File: src/rtl/ahb_lite_mem_slave.sv
// ahb_lite_mem_slave: AHB-Lite responder backed by a word-organised memory.
// Latency: zero-wait data phase by default. WAIT_STATES extra stall cycles are
// added to every OKAY beat. An illegal access gets a two-cycle ERROR response.
// Backpressure: HREADYOUT is driven low during wait cycles and the first
// ERROR cycle. A new address phase is taken only while HREADYOUT=1.
//
// Ports:
//   HCLK, HRESETn      clock and synchronous active-low reset
//   HSEL, HADDR[7:0]   select and byte address (address phase)
//   HTRANS, HWRITE     transfer type and direction (address phase)
//   HSIZE, HBURST      access size and burst type (HBURST is not decoded)
//   HWDATA[31:0]       write data (data phase)
//   HREADY             bus-level ready; gates acceptance of the address phase
//   HRDATA[31:0]       read data, valid in the read data-phase cycle
//   HREADYOUT, HRESP   slave ready and response (0 OKAY, 1 ERROR)

module ahb_lite_mem_slave #(
  parameter int MEM_WORDS   = 32,
  parameter int WAIT_STATES = 0
) (
  input  logic        HCLK,
  input  logic        HRESETn,
  input  logic        HSEL,
  input  logic [7:0]  HADDR,
  input  logic [1:0]  HTRANS,
  input  logic        HWRITE,
  input  logic [2:0]  HSIZE,
  input  logic [2:0]  HBURST,
  input  logic [31:0] HWDATA,
  input  logic        HREADY,
  output logic [31:0] HRDATA,
  output logic        HREADYOUT,
  output logic        HRESP
);

  localparam int         IDX_W     = (MEM_WORDS > 1) ? $clog2(MEM_WORDS) : 1;
  localparam logic [8:0] MEM_BYTES = 9'(MEM_WORDS * 4);
  localparam logic [2:0] WS        = 3'(WAIT_STATES);

  localparam logic [2:0] ST_IDLE = 3'd0;
  localparam logic [2:0] ST_WAIT = 3'd1;
  localparam logic [2:0] ST_DATA = 3'd2;
  localparam logic [2:0] ST_ERR1 = 3'd3;
  localparam logic [2:0] ST_ERR2 = 3'd4;

  logic [2:0]  state;
  logic [2:0]  wait_cnt;
  logic [7:0]  addr_q;
  logic        write_q;
  logic [2:0]  size_q;

  logic [31:0] mem [MEM_WORDS];

  logic             accept;
  logic             addr_err;
  logic             commit;
  logic [3:0]       wr_mask;
  logic [IDX_W-1:0] word_idx;
  logic             unused_bits;

  // Byte lanes touched by an access, little-endian.
  function automatic logic [3:0] lane_mask(input logic [2:0] size, input logic [1:0] ofs);
    case (size)
      3'd0:    lane_mask = 4'b0001 << ofs;
      3'd1:    lane_mask = ofs[1] ? 4'b1100 : 4'b0011;
      default: lane_mask = 4'b1111;
    endcase
  endfunction

  // Gated by our own HREADYOUT as well, so a stray HREADY during a stall
  // cannot overwrite the registered address of the beat in progress.
  assign accept = HSEL && HREADY && HTRANS[1] && HREADYOUT;

  // Out-of-range addresses are rejected outright so they can never alias
  // onto a lower word through the truncated index.
  assign addr_err = (HSIZE > 3'd2) ||
                    ((HSIZE == 3'd1) && HADDR[0]) ||
                    ((HSIZE == 3'd2) && (HADDR[1:0] != 2'b00)) ||
                    ({1'b0, HADDR} >= MEM_BYTES);

  assign word_idx = addr_q[IDX_W+1:2];
  assign wr_mask  = lane_mask(size_q, addr_q[1:0]);
  assign commit   = (state == ST_DATA) && write_q;

  assign unused_bits = ^{HBURST, HTRANS[0], addr_q};

  // Outputs depend only on registered state, keeping HREADYOUT free of
  // combinational paths from the bus inputs.
  always_comb begin
    HREADYOUT = !((state == ST_WAIT) || (state == ST_ERR1));
    HRESP     = (state == ST_ERR1) || (state == ST_ERR2);
    HRDATA    = '0;
    if ((state == ST_DATA) && !write_q) begin
      HRDATA = mem[word_idx];
    end
  end

  always_ff @(posedge HCLK) begin
    if (!HRESETn) begin
      state    <= ST_IDLE;
      wait_cnt <= '0;
      addr_q   <= '0;
      write_q  <= 1'b0;
      size_q   <= '0;
    end else if (accept) begin
      addr_q   <= HADDR;
      write_q  <= HWRITE;
      size_q   <= HSIZE;
      wait_cnt <= WS;
      if (addr_err) begin
        state <= ST_ERR1;
      end else if (WS == 3'd0) begin
        state <= ST_DATA;
      end else begin
        state <= ST_WAIT;
      end
    end else begin
      case (state)
        ST_WAIT: begin
          wait_cnt <= wait_cnt - 3'd1;
          if (wait_cnt == 3'd1) begin
            state <= ST_DATA;
          end
        end
        ST_ERR1: state <= ST_ERR2;
        default: state <= ST_IDLE;
      endcase
    end
  end

  // Writes land on the edge that ends the data phase, so a read issued
  // back-to-back to the same word already sees the new value.
  always_ff @(posedge HCLK) begin
    if (!HRESETn) begin
      for (int i = 0; i < MEM_WORDS; i++) begin
        mem[i] <= '0;
      end
    end else if (commit) begin
      for (int b = 0; b < 4; b++) begin
        if (wr_mask[b]) begin
          mem[word_idx][8*b +: 8] <= HWDATA[8*b +: 8];
        end
      end
    end
  end

endmodule

File: config.mk
export PLATFORM = sky130hd
export DESIGN_NAME = ahb_lite_mem_slave
export DESIGN_NICKNAME = d
export VERILOG_FILES = /design/src/rtl/ahb_lite_mem_slave.sv
export SDC_FILE = /design/constraint.sdc
export NUM_CORES = 2
export LEC_CHECK = 0
export ABC_AREA = 1
export BUFFER_PORTS_ARGS = -buffer_cell sky130_fd_sc_hd__buf_2
export CAP_MARGIN = 20
export CORE_ASPECT_RATIO = 1.1
export CORE_MARGIN = 4
export CORE_UTILIZATION = 60
export DETAILED_ROUTE_END_ITERATION = 7
export GPL_TIMING_DRIVEN = 0
export PLACE_DENSITY = 0.76
export SLEW_MARGIN = 10
export SYNTH_ARGS = -nofsm -noshare
export SYNTH_HDL_FRONTEND = slang
export SYNTH_SLANG_ARGS = --single-unit
File: constraint.sdc
create_clock -name HCLK -period 5.4 [get_ports HCLK]
set_clock_uncertainty 0.05 [all_clocks]
set_input_delay 0.81 -clock HCLK [delete_from_list [all_inputs] [get_ports HCLK]]
set_output_delay 0.81 -clock HCLK [all_outputs]
set_load 0.01 [all_outputs]
Word level (Yosys, flattened, before mapping)
Memory sizes are Yosys's and may differ from the RTL's. A register that Yosys moved wholly into a read port is not among the register bits.
Cells that the tools add are included.
{ "op_classes": {"addsub": 1, "mul": 0, "div_mod_pow": 0, "n_lt_le_gt_ge": 2, "eq_ne": 9, "shifts": 1, "mux": 29, "bitwise": 1, "n_reduce_logical": 18} }
{ "ops": {"columns": ["cell", "n"], "rows": [
  ["2-to-1 mux 32 bit", 2],
  ["OR reduction 32 bit", 1],
  ["2-to-1 mux 1 bit", 18],
  ["2-to-1 mux 5 bit", 3],
  ["equality test 3 x 1 -> 1 bit (second input constant)", 4],
  ["equality test 3 x 2 -> 1 bit (second input constant)", 3],
  ["greater-or-equal comparator 8 bit (second input constant)", 1],
  ["2-to-1 mux 4 bit", 2],
  ["one-hot mux 4 bit (2 select lines)", 1],
  ["logical AND 1 bit", 7],
  ["2-to-1 mux 3 bit", 2],
  ["one-hot mux 3 bit (2 select lines)", 1],
  ["logical OR 1 bit", 5],
  ["<< shifter 1 x 2 -> 4 bit (first input constant)", 1],
  ["equality test 3 bit (second input constant)", 1],
  ["> comparator 3 x 2 -> 1 bit (second input constant)", 1],
  ["logical NOT 3 bit", 1],
  ["!= test 3 x 2 -> 1 bit (second input constant)", 1],
  ["subtractor 3 x 1 -> 3 bit (second input constant)", 1],
  ["logical NOT 1 bit", 2],
  ["nonzero test 2 bit", 1],
  ["OR reduction 2 bit", 1],
  ["inverter 1 bit", 1]
]} }
{ "word_totals": {"ff_bits": 17, "latchBits": 0, "mem_bits_rw": 1024, "mem_bits_ro": 0, "out_inout_bits": 34, "word_cells": 67, "n_memories": 1} }
{ "mem_list": {"columns": ["memory", "depth", "width", "rd", "rd_ports_with_merged_regs", "write_ports", "line_no", "rtl"], "rows": [
  ["mem", 32, 32, 1, 1, 32, "52", "logic [31:0] mem [MEM_WORDS];"]
]} }

Longest topological paths before layout
{ "depth": {"depth_word": 8, "mapped_depth": 12, "mapped_depth_nobuf": 9} }

Worst setup path after synthesis
No wires, ideal clock.
{ "synth_path": {"path_kind": "input to register", "start": "input HRESETn", "end": "memory mem[20][24], enable pin", "setup_time_ns": 0.329, "t_arrival_ns": 1.928, "required_time_ns": 5.021, "path_slack_ns": 3.093, "cell_stages": 8, "cell_sequence": "buf_2 > nand2_1 > nor2_1 > and2_1 > buf_2 > buf_6 > nand2_1 > nand2_1"} }
{ "synth_lines": {"columns": ["item", "line_no", "rtl"], "rows": [
  ["start: declaration", "22", "input logic HRESETn,"],
  ["end: declaration", "52", null]
]} }

==> Implementation_results.wiki <==
{| class="wikitable"
! Metric !! Value
|-
| Layout Area Growth over Synthesis || 10.3%
|-
| Cell type contributing the most total cell area after synthesis || edfxtp_1
|-
| Vias in the first global route || between 30000 and 40000
|-
| Die area || 84700 µm²
|-
| Hold Slack || around 0.3 ns
|-
| Die height || approximately 300 µm
|-
| Number of endpoints failing setup at the final stage || 0
|-
| Portion of synthesized cell area occupied by the leading cell type || ~64%
|-
| Min cycle time layout || around 4.7 ns
|-
| First-pass GRT wire length || ~240 mm
|-
| Maximum clock insertion buffer count || 3
|-
| Share of the yosys chip area belonging to registers || approximately 65%
|-
| Worst voltage drop across the vdd grid || approximately 300 µV
|-
| CTS-repair resized insts || 0
|-
| Avg Vias per Cell || around 6.3
|-
| Insertion delay of the later-clocked pin in the worst-skew pair || 0.70 ns
|-
| Maximum level of the CTS H-tree || 3
|-
| Most common flop cell mapped by yosys || edfxtp_1
|-
| Most instantiated cells after synthesis || nand2_1, nor2_1, edfxtp_1
|-
| Max-Slew Margin vs Limit || between 10% and 20%
|-
| Port bufs || 81
|-
| Mapped cell area || between 40000 and 50000 µm²
|-
| Synth top area cells || edfxtp_1, nand2_1, nor2_1
|-
| Buffer cell driving the clock tree root || clkbuf_16
|-
| Largest fanout on the critical path || 10
|-
| Mean cell area of the mapped netlist || about 9.5 µm²
|-
| Delay of the slowest critical-path stage || between 0.7 and 0.8 ns
|-
| Classification of the worst setup path || register to output pin
|-
| Clk slew on worst S/H paths || approximately 0.07 ns
|-
| Number of synthesized flops with an enable pin || a little over 1000
|-
| Total CTS buffers || 101
|-
| Post-CTS setup-driven buffer insertion count || 0
|-
| Total congestion overflow || 0
|-
| Cells after Synth || ~5000
|-
| Maximum achievable frequency || 0.213 GHz
|-
| Placer congestion estimate || between 1 and 1.5
|-
| Ys async rst share || 0%
|-
| LEAKAGE || 0.0215 µW
|-
| Antenna violations before repair || 3
|-
| Routed length per instance || 27.2 µm
|-
| I/O pin count || slightly below 90
|-
| CTS tree || built
|-
| Count of nets left with antenna violations after detail routing || 0
|-
| Number of max-slew violations in the final report || 0
|-
| Hold violation total from the final report || 0
|-
| Die W || roughly 280 µm
|-
| CP Buf/Inv Count || 4
|-
| Final nets || ~5300
|-
| Number of synthesized register bits || 1046
|-
| Number of maximum-capacitance violations || 0
|-
| Min-Delay Path Class || input port to register
|-
| Capturing element type of the critical path || output pin
|-
| Cts hold-fix bufs || 0
|-
| Iter 0 DRT Violations || between 7000 and 8000
|-
| Crit path required time || 4.54 ns
|-
| Area of the core || 79200 µm²
|-
| Count of standard-cell rows || ~110
|-
| Slew at the pin with the worst max-slew slack || roughly 1.3 ns
|-
| Final total negative setup slack || 0 ns
|-
| Maximum number of pins on one net before global-route repair || 15
|-
| Vias || 40421
|-
| Clk sink count || ~1000
|-
| Starting Density || 60.7%
|-
| Global routing usage summed across all routing layers || 40.1%
|-
| Share of final-layout standard cells stronger than drive strength 1 || about a tenth
|-
| Data arrival time of the worst path || 3.83 ns
|-
| Worst reg-to-reg setup slack || ~2.3 ns
|-
| Post-route fraction of the period consumed by the critical path || 86.8%
|-
| CP startpoint kind || register
|-
| Post-detail-place hpwl || about 130 mm
|-
| Total of fill cells in the finished design || around 6300
|-
| # DRC || 0
|-
| Pwr Density || between 300 and 400 nW/µm²
|-
| Cell Chain, Critical Path || buf_2, clkbuf_1, buf_2, nand3_1, nand2_1, nand2_1, nand3_1, nand2_1, nor2_1, buf_2
|-
| Drt total wl || roughly 170 mm
|-
| Most frequent cell after synthesis || nand2_1
|-
| Largest delay share family, worst path || buffers and inverters
|-
| Net count after synthesis || a little over 5000
|-
| Setup repair after global routing missed its margin || false
|-
| Number of distinct library cell variants in the gate-level netlist after synthesis || 25
|-
| Run status || finished clean
|-
| Number of iterations in the first detailed-routing pass || 7
|-
| Number of warnings issued by yosys || 0
|-
| Critical-path top delay cell || clkbuf_1
|}
## sequential cells by signal (all words and copies together) (netlist names), named ones only
signal and count:
size_q 3, mem 1024, state 3, addr_q 7, write_q 1, wait_cnt 3
## cell usage in the layout, fill, tap and decap left out
cell,synthesis,routed
a21oi_1,13,13
and2_1,4,4
buf_1,24,24
buf_2,103,184
buf_4,56,56
buf_6,2,4
buf_8,0,6
bufinv_16,0,5
clkbuf_1,165,185
clkbuf_16,0,104
clkbuf_2,0,2
clkbuf_8,0,5
clkinv_1,1,33
clkinv_2,0,14
clkinv_8,0,1
dfxtp_1,22,22
diode_2,0,2
edfxtp_1,1024,1024
ha_1,2,2
inv_1,46,46
inv_2,7,7
inv_4,1,1
inv_6,0,3
mux2i_1,1,1
nand2_1,1403,1403
nand2_2,117,117
nand3_1,700,700
nand3b_1,1,1
nor2_1,1268,1268
nor2_2,8,8
nor3_1,1,1
o21ai_0,85,85
o21ai_1,19,19
xor2_1,1,1
## final cells by class
| cell class | count | area, µm² | area share (%) |
|---|---|---|---|
| sequential | 1046 | 31200 | 58.8 |
| clock inverter | 55 | 383 | 0.722 |
| inverter | 55 | 209 | 0.394 |
| buffer | 350 | 1670 | 3.15 |
| multi-input combinational | 3623 | 15000 | 28.3 |
| antenna | 2 | 5.00 | 0.00944 |
| clock buffer | 131 | 2750 | 5.19 |
| tap | 1045 | 1310 | 2.47 |
| timing repair buffer | 89 | 518 | 0.977 |
## kinds of logic (layout without fill, tap and decap cells)
| group | after synthesis | after routing | synth area share [%] |
|---|---|---|---|
| xor+xnor | 1 | 1 | 0.0182 |
| other cells | 0 | 2 | 0 |
| simple gates | 3502 | 3502 | 29.9 |
| mux | 1 | 1 | 0.0208 |
| buf+inv | 405 | 680 | 3.91 |
| compound gates | 117 | 117 | 1.22 |
| fa+ha+maj | 2 | 2 | 0.0521 |
| flops | 1046 | 1046 | 64.9 |
## worst register-to-register path, delay by kind of cell, from the launching register on
kind / cells / cell delay (ns)
buffers and inverters: 1 / 0.07
and+or+nand+nor: 4 / 2.24
DFF: 1 / 0.33
## metrics by stage
step / power (µW) / worst slack (ns) / area [µm²] / util [%] / cells
3_5_place_dp: 11000 / 1.72 / 49800 / 62.9 / 6205
4_1_cts: 17700 / 0.995 / 53000 / 66.9 / 6391
6_report: 17900 / 0.714 / 53000 / 66.9 / 6396
2_1_floorplan: 10300 / 3.09 / 48000 / - / 5074
5_1_grt: 18200 / 0.811 / 53000 / 66.9 / 6394
3_3_place_gp: 11000 / 1.68 / 49800 / 62.8 / 6200
## report_power, final
part | internal [µW] | switching [µW]
clock network | 3810 | 3100
registers | 9150 | 84.2
logic | 355 | 1340
total | 13300 | 4530
## per-layer routing
metal	share of wire [%]	track usage (%)
met3	16	12.9
met1	33	51.1
met4	8.6	26.8
met5	0.0052	0
met2	42	59.1
## path summary, 6_finish.rpt
| check | endpoint | depth (start not counted) | start |
|---|---|---|---|
| worst max-delay path | HRDATA[7] | 10 | register |
| worst min register to register | size_q[2] | 2 | size_q[2] |
| worst min-delay path | size_q[2] | 3 | HSIZE[2] |
| worst max register to register | mem[26][18] | 5 | addr_q[2] |
No activity file was read; power rests on OpenSTA's default activity.
